$ cat src/rtl/rom_boot_loader_if.sv
// rom_boot_loader_if: bundles the SPI flash pins and the ROM write port of
// the boot loader.
//   AW     : ROM address width, must equal $clog2(KB*1024) of the loader
//   spiCs  : flash chip select, active low        (loader -> flash)
//   spiCk  : flash serial clock, SPI mode 0       (loader -> flash)
//   spiDo  : master-out data                      (loader -> flash)
//   spiDi  : master-in data                       (flash  -> loader)
//   a/d/w  : ROM write address, data, strobe      (loader -> ROM)
//   ready  : image fully written                  (loader -> system)
interface rom_boot_loader_if #(
  parameter int unsigned AW = 16
);
  logic          spiCs;
  logic          spiCk;
  logic          spiDo;
  logic          spiDi;
  logic [AW-1:0] a;
  logic [7:0]    d;
  logic          w;
  logic          ready;

  modport master (
    output spiCs, spiCk, spiDo, a, d, w, ready,
    input  spiDi
  );

  modport slave (
    input  spiCs, spiCk, spiDo, a, d, w, ready,
    output spiDi
  );
endinterface

$ cat src/rtl/rom_boot_loader.sv
// rom_boot_loader: after reset, reads a KB KiB image from SPI flash starting
// at byte address OFFSET and writes it byte by byte into a ROM/RAM, then
// raises ready.
//   KB     : image size in KiB (N = KB*1024 bytes)
//   OFFSET : flash byte address of the first image byte
//   clock  : system clock, rising edge
//   reset  : synchronous, active high
//   bus    : rom_boot_loader_if.master (SPI pins, ROM write port, ready)
// Macro ROM_FAST_READ_EN: use FAST READ (0x0B) with 8 dummy bits instead of
// plain READ (0x03).
module rom_boot_loader #(
  parameter int unsigned KB     = 64,
  parameter logic [23:0] OFFSET = 24'h000000
) (
  input logic               clock,
  input logic               reset,
  rom_boot_loader_if.master bus
);
  localparam int unsigned N  = KB * 1024;
  localparam int unsigned AW = $clog2(N);
  localparam int unsigned CW = AW + 1;

`ifdef ROM_FAST_READ_EN
  localparam logic [7:0] OPCODE = 8'h0B;
  typedef enum logic [2:0] {IDLE, CMD, ADDR, DUMMY, DATA, DONE} state_t;
`else
  localparam logic [7:0] OPCODE = 8'h03;
  typedef enum logic [2:0] {IDLE, CMD, ADDR, DATA, DONE} state_t;
`endif

  state_t        state;
  logic          phase;
  logic [4:0]    bit_cnt;
  logic [30:0]   tx;        // remaining opcode/address bits; zeros follow
  logic [7:0]    rx;
  logic [CW-1:0] byte_cnt;  // one extra bit so reaching N never wraps to 0

  logic          cs, ck, dout, wr, rdy;
  logic [AW-1:0] addr;
  logic [7:0]    data;

  logic [7:0]    rx_next;
  logic [CW-1:0] byte_next;
  logic          last_bit;

  always_comb begin
    rx_next   = {rx[6:0], bus.spiDi};
    byte_next = byte_cnt + 1'b1;
    last_bit  = 1'b0;
    case (state)
      CMD:     last_bit = (bit_cnt == 5'd7);
      ADDR:    last_bit = (bit_cnt == 5'd23);
`ifdef ROM_FAST_READ_EN
      DUMMY:   last_bit = (bit_cnt == 5'd7);
`endif
      DATA:    last_bit = (bit_cnt == 5'd7);
      default: last_bit = 1'b0;
    endcase
  end

  always_ff @(posedge clock) begin
    if (reset) begin
      state    <= IDLE;
      phase    <= 1'b0;
      bit_cnt  <= '0;
      tx       <= '0;
      rx       <= '0;
      byte_cnt <= '0;
      cs       <= 1'b1;
      ck       <= 1'b0;
      dout     <= 1'b0;
      addr     <= '0;
      data     <= '0;
      wr       <= 1'b0;
      rdy      <= 1'b0;
    end else begin
      wr <= 1'b0;
      case (state)
        IDLE: begin
          state    <= CMD;
          cs       <= 1'b0;
          ck       <= 1'b0;
          phase    <= 1'b0;
          bit_cnt  <= '0;
          byte_cnt <= '0;
          dout     <= OPCODE[7];
          tx       <= {OPCODE[6:0], OFFSET};
        end
        DONE: begin
          rdy <= 1'b1;
        end
        default: begin
          if (!phase) begin
            ck    <= 1'b1;
            phase <= 1'b1;
          end else begin
            // End of a bit: sample spiDi and present the next MOSI bit in
            // the same edge, so bits and state changes run with no gaps.
            ck      <= 1'b0;
            phase   <= 1'b0;
            dout    <= tx[30];
            tx      <= {tx[29:0], 1'b0};
            bit_cnt <= last_bit ? 5'd0 : bit_cnt + 5'd1;
            if (state == DATA) rx <= rx_next;
            if (last_bit) begin
              case (state)
                CMD: state <= ADDR;
`ifdef ROM_FAST_READ_EN
                ADDR:  state <= DUMMY;
                DUMMY: state <= DATA;
`else
                ADDR: state <= DATA;
`endif
                DATA: begin
                  addr     <= byte_cnt[AW-1:0];
                  data     <= rx_next;
                  wr       <= 1'b1;
                  byte_cnt <= byte_next;
                  if (byte_next == CW'(N)) begin
                    state <= DONE;
                    cs    <= 1'b1;
                  end
                end
                default: ;
              endcase
            end
          end
        end
      endcase
    end
  end

  assign bus.spiCs = cs;
  assign bus.spiCk = ck;
  assign bus.spiDo = dout;
  assign bus.a     = addr;
  assign bus.d     = data;
  assign bus.w     = wr;
  assign bus.ready = rdy;
endmodule

$ cat src/flat_wrapper.sv
// flat-port wrapper written by rule: the top's interface ports become plain ports
module rom_boot_loader_flat 
#(
  parameter int unsigned KB     = 64,
  parameter logic [23:0] OFFSET = 24'h000000
)
  (clock, reset, bus_spiCs, bus_spiCk, bus_spiDo, bus_a, bus_d, bus_w, bus_ready, bus_spiDi);
  rom_boot_loader_if #(.AW(($clog2((KB * 1024))))) bus_i ();
  input logic clock;
  input logic reset;
  output wire logic [$bits(bus_i.spiCs)-1:0] bus_spiCs;
  output wire logic [$bits(bus_i.spiCk)-1:0] bus_spiCk;
  output wire logic [$bits(bus_i.spiDo)-1:0] bus_spiDo;
  output wire logic [$bits(bus_i.a)-1:0] bus_a;
  output wire logic [$bits(bus_i.d)-1:0] bus_d;
  output wire logic [$bits(bus_i.w)-1:0] bus_w;
  output wire logic [$bits(bus_i.ready)-1:0] bus_ready;
  input wire logic [$bits(bus_i.spiDi)-1:0] bus_spiDi;
  assign bus_spiCs = bus_i.spiCs;
  assign bus_spiCk = bus_i.spiCk;
  assign bus_spiDo = bus_i.spiDo;
  assign bus_a = bus_i.a;
  assign bus_d = bus_i.d;
  assign bus_w = bus_i.w;
  assign bus_ready = bus_i.ready;
  assign bus_i.spiDi = bus_spiDi;
  rom_boot_loader #(.KB(KB), .OFFSET(OFFSET)) u_core (.clock(clock), .reset(reset), .bus(bus_i));
endmodule
$ cat config.mk
export PLATFORM = sky130hd
export DESIGN_NAME = rom_boot_loader_flat
export DESIGN_NICKNAME = d
export VERILOG_FILES = /design/src/rtl/rom_boot_loader_if.sv /design/src/rtl/rom_boot_loader.sv /design/src/flat_wrapper.sv
export SDC_FILE = /design/constraint.sdc
export NUM_CORES = 1
export LEC_CHECK = 0
export CAP_MARGIN = 20
export CORE_ASPECT_RATIO = 2
export CORE_MARGIN = 1.5
export CORE_UTILIZATION = 56
export CTS_CLUSTER_SIZE = 14
export DETAILED_ROUTE_END_ITERATION = 16
export PLACE_DENSITY_LB_ADDON = 0.12
export SLEW_MARGIN = 10
export SYNTH_ARGS = -nofsm -noshare
export SYNTH_HDL_FRONTEND = slang
export SYNTH_SLANG_ARGS = --single-unit
$ cat constraint.sdc
create_clock -name clock -period 2.7 [get_ports clock]
set_clock_uncertainty 0.1 [all_clocks]
set_input_delay 0.54 -clock clock [delete_from_list [all_inputs] [get_ports clock]]
set_output_delay 0.54 -clock clock [all_outputs]
set_load 0.01 [all_outputs]
==> run metrics, run 1 <==
fin crit period=approximately 2.5 ns; share of layout cells above drive strength 1=9.65%; crit end category=flip-flop; largest net degree at the start of global routing=60; FILL cells=~470; final hold viol count=0; htree depth=3; Routed Antenna Nets=0; cts bufs inserted=9; Startpoint Class=flip-flop; Post-synth EDFFs=0; worst path arrival time=2.62 ns; antenna cells=0; Core Box Area=0.00537 mm²; sequential area share after synthesis=about 44%; VDD IR max=0.668 mV; TritonRoute pass-1 iters=4; mux share of post-synthesis cell area=~1.2%; Yosys top cell area share=between 40% and 50%; Initial Utilization=57.5%; post-route cell area=0.00363 mm²; CTS tree=yes; die area=between 0.005 and 0.006 mm²; Overflow after GRT=0; Setup crit start=u_core.byte_cnt[0]; # hold bufs at CTS=0; Vias=approximately 2700; Leak=1.26 nW; outcome=finished, final reports clean; routability cong.=about 0.9; max-slew violations=0; Post-DP Area=around 0.0034 mm²; sequential cell area=about 0.0014 mm²; Relative slew margins=approximately three fifths; DRT Wirelength=7070 µm; Power per Cell Area=around 600 mW/mm²; Area Overhead vs Synth=17.5%; post-synth cell types=56; RSZ-0062 raised after global routing=false; largest area contributor in the netlist=dfxtp_1; Setup TNS=0 ns; first-pass GRT wire length=11800 µm; initial DRC count=110; post-CTS setup buffer count=0; crit-path max FO=8; Bufs on Longest Clock Path=2; worst hold path class=reg -> reg; #FFs+latches synth=between 60 and 70; crit share post-route=92.1%; Ys Warns=0; Worst-Skew Late Latency=~0.35 ns; width of the die=~56 µm; register clock-pin slew on the reported worst setup and hold paths=around 0.07 ns; clk root buf=clkbuf_8; CP Class=reg -> reg; Rows=38; Main synth FF type=dfxtp_1; Post-synth ARST share=0%; simple-gate share of the synthesized area=29.0%; compound-gate portion of the synthesized area=between 10% and 20%; Routed wire per std cell=15.2 µm; Design Power=around 0.0022 W; DRC viols=0; Slew @ Worst Pin=between 0.5 and 0.6 ns; fin util=between 60% and 70%; fin nets=roughly 400; Via density=5.87; xor/xnor share of the synthesized area=2.84%; main combinational cell family by area after synthesis=simple AND/OR/NAND/NOR gates; fmax=just over 0.4 GHz; cell area after synthesis=approximately 0.003 mm²; area of the multi-input gates=between 0.0015 and 0.002 mm²; Ports=32; Die Height=around 110 µm; mean post-synth cell area=8.24 µm²; clock sink total=68; Mapped Nets=~380; Post-DP HPWL=between 4000 and 5000 µm; PortBufs=31; vias in the first global route=~2600; Crit Reg-Reg Startpoint=u_core.byte_cnt[0]; max-cap viol count=0; ranking of synthesized cells by area=dfxtp_1 (44%), nand2_1 (8.9%), a21oi_1 (8.7%); worst endpoint required time=around 2.8 ns; Adder-Cell Fraction of Synth Area=between 1 and 1.5%; worst hold start=u_core.bus.a[5]; Setup Viol. Count Final=0; post-synthesis cell count=between 300 and 400; GRT Total Usage=between 20% and 30%; initial antenna violation count=0
## registers in the layout, summed over array words and instances, names as in the netlist
register	cells
u_core.bit_cnt	5
u_core.bus.a	16
u_core.bus.d	8
u_core.bus.ready	1
u_core.bus.spiCk	1
u_core.bus.spiCs	1
u_core.bus.spiDo	1
u_core.bus.w	1
u_core.byte_cnt	17
u_core.rx	7
u_core.state	3
u_core.tx	7
## critical path: stages (launching register included)
cell and delay (ns):
dfxtp_1 0.46, ha_2 0.30, nand3_2 0.17, nor4_4 0.35
mux2_1 0.35, mux2_4 0.28, nor4_1 0.30, nor2_1 0.07
## report_power, final
part | switching [W] | internal, W
clock | 0.000371 | 0.000422
combinational | 0.000194 | 0.0000976
sequential | 0.0000481 | 0.00104
## per-layer routing
metal	vias up	track usage (%)	part of all wire [%]
li1	1364	-	-
met1	1291	26.7	40
met2	55	45.7	54
met3	15	5.50	3.3
met4	0	13.2	2.4
met5	-	0	0
## final timing paths
check,to,slack [ns],depth (start not counted)
hold / removal,u_core.bus.a[5],0.35,2
setup / recovery,u_core.state[1],0.21,7
hold reg to reg,u_core.bus.a[5],0.35,2
setup reg to reg,u_core.state[1],0.21,7
## logic make-up (layout without fill, tap and decap cells)
group / count (synthesis) / after routing
xor gates and xnor gates: 10 / 10
DFF: 68 / 68
adders and majority gates: 3 / 3
buffers and inverters: 30 / 59
and+or+nand+nor: 170 / 170
muxes: 3 / 3
AOI/OAI and AO/OA: 91 / 91
## stage by stage
stage | setup slack, ns | cells | hold slack, ns
floorplan | 0.343 | 375 | 0.332
global route | 0.0211 | 464 | 0.359
CTS | 0.182 | 464 | 0.352
finish | 0.213 | 464 | 0.353
global placement | 0.283 | 448 | 0.342
detailed placement | 0.204 | 448 | 0.345
## synthesized netlist by cell type, drive strengths merged, types with 2 or more instances
| master | instances |
|---|---|
| and2 | 3 |
| o41ai | 2 |
| xnor2 | 6 |
| o21ai | 16 |
| a22o | 6 |
| nor3 | 9 |
| dfxtp | 68 |
| ha | 3 |
| or4 | 2 |
| nor3b | 2 |
| buf | 19 |
| nand2b | 2 |
| nand3 | 12 |
| a211oi | 2 |
| and3 | 6 |
| nor2 | 28 |
| or3 | 6 |
| nand2 | 73 |
| nand3b | 7 |
| nor4 | 5 |
| mux2 | 2 |
| nand4b | 2 |
| and4 | 3 |
| nand4 | 6 |
| xor2 | 4 |
| a21oi | 54 |
| clkbuf | 10 |
## timing repair
| item | in CTS | in global routing |
|---|---|---|
| hold endpoints to repair | 0 | 0 |
| endpoints found under the setup margin | 0 | 2 |
| resized for setup | 0 | 1 |
## layout by cell type (no fill, tap or decap), types with 3 or more instances in the layout
cell and n:
nand4_1 5, o21ai_1 8, o21ai_0 8, clkinv_2 3, dfxtp_1 68, nor3_1 7, nor4_1 3, nand3_1 10
and3_1 6, nand2_1 73, xnor2_1 6, nand3b_1 7, clkbuf_8 9, buf_4 9, a22o_1 6, xor2_1 4
nor2_1 27, or3_1 6, clkdlybuf4s50_1 30, a21oi_1 54
## area by class of cell
type                       count  share of cell area, %
sequential                    68                   37.5
timing repair buffer          42                   11.4
clock inverter                 5                   1.45
multi-input combinational    277                   43.9
inverter                       1                  0.103
clock buffer                  11                   3.62
tap                           60                   2.07
Power figures use the tool's default switching activity.
==> inputs of run 2 (changes only) <==
--- a/config.mk
+++ b/config.mk
@@ -5,10 +5,10 @@
 export SDC_FILE = /design/constraint.sdc
 export NUM_CORES = 1
 export LEC_CHECK = 0
-export CAP_MARGIN = 20
 export CORE_ASPECT_RATIO = 2
 export CORE_MARGIN = 1.5
 export CORE_UTILIZATION = 56
+export CTS_CLUSTER_DIAMETER = 200
 export CTS_CLUSTER_SIZE = 14
 export DETAILED_ROUTE_END_ITERATION = 16
 export PLACE_DENSITY_LB_ADDON = 0.12
==> results of run 2 <==
No change in the layout: final DEF, timing and power equal those of run 1.
==> inputs of run 3 (changes only) <==
--- a/config.mk
+++ b/config.mk
@@ -12,6 +12,7 @@
 export CTS_CLUSTER_SIZE = 14
 export DETAILED_ROUTE_END_ITERATION = 16
 export PLACE_DENSITY_LB_ADDON = 0.12
+export SKIP_LAST_GASP = 1
 export SLEW_MARGIN = 10
 export SYNTH_ARGS = -nofsm -noshare
 export SYNTH_HDL_FRONTEND = slang
==> results of run 3 <==
No change in the layout: final DEF, timing and power equal those of run 1.
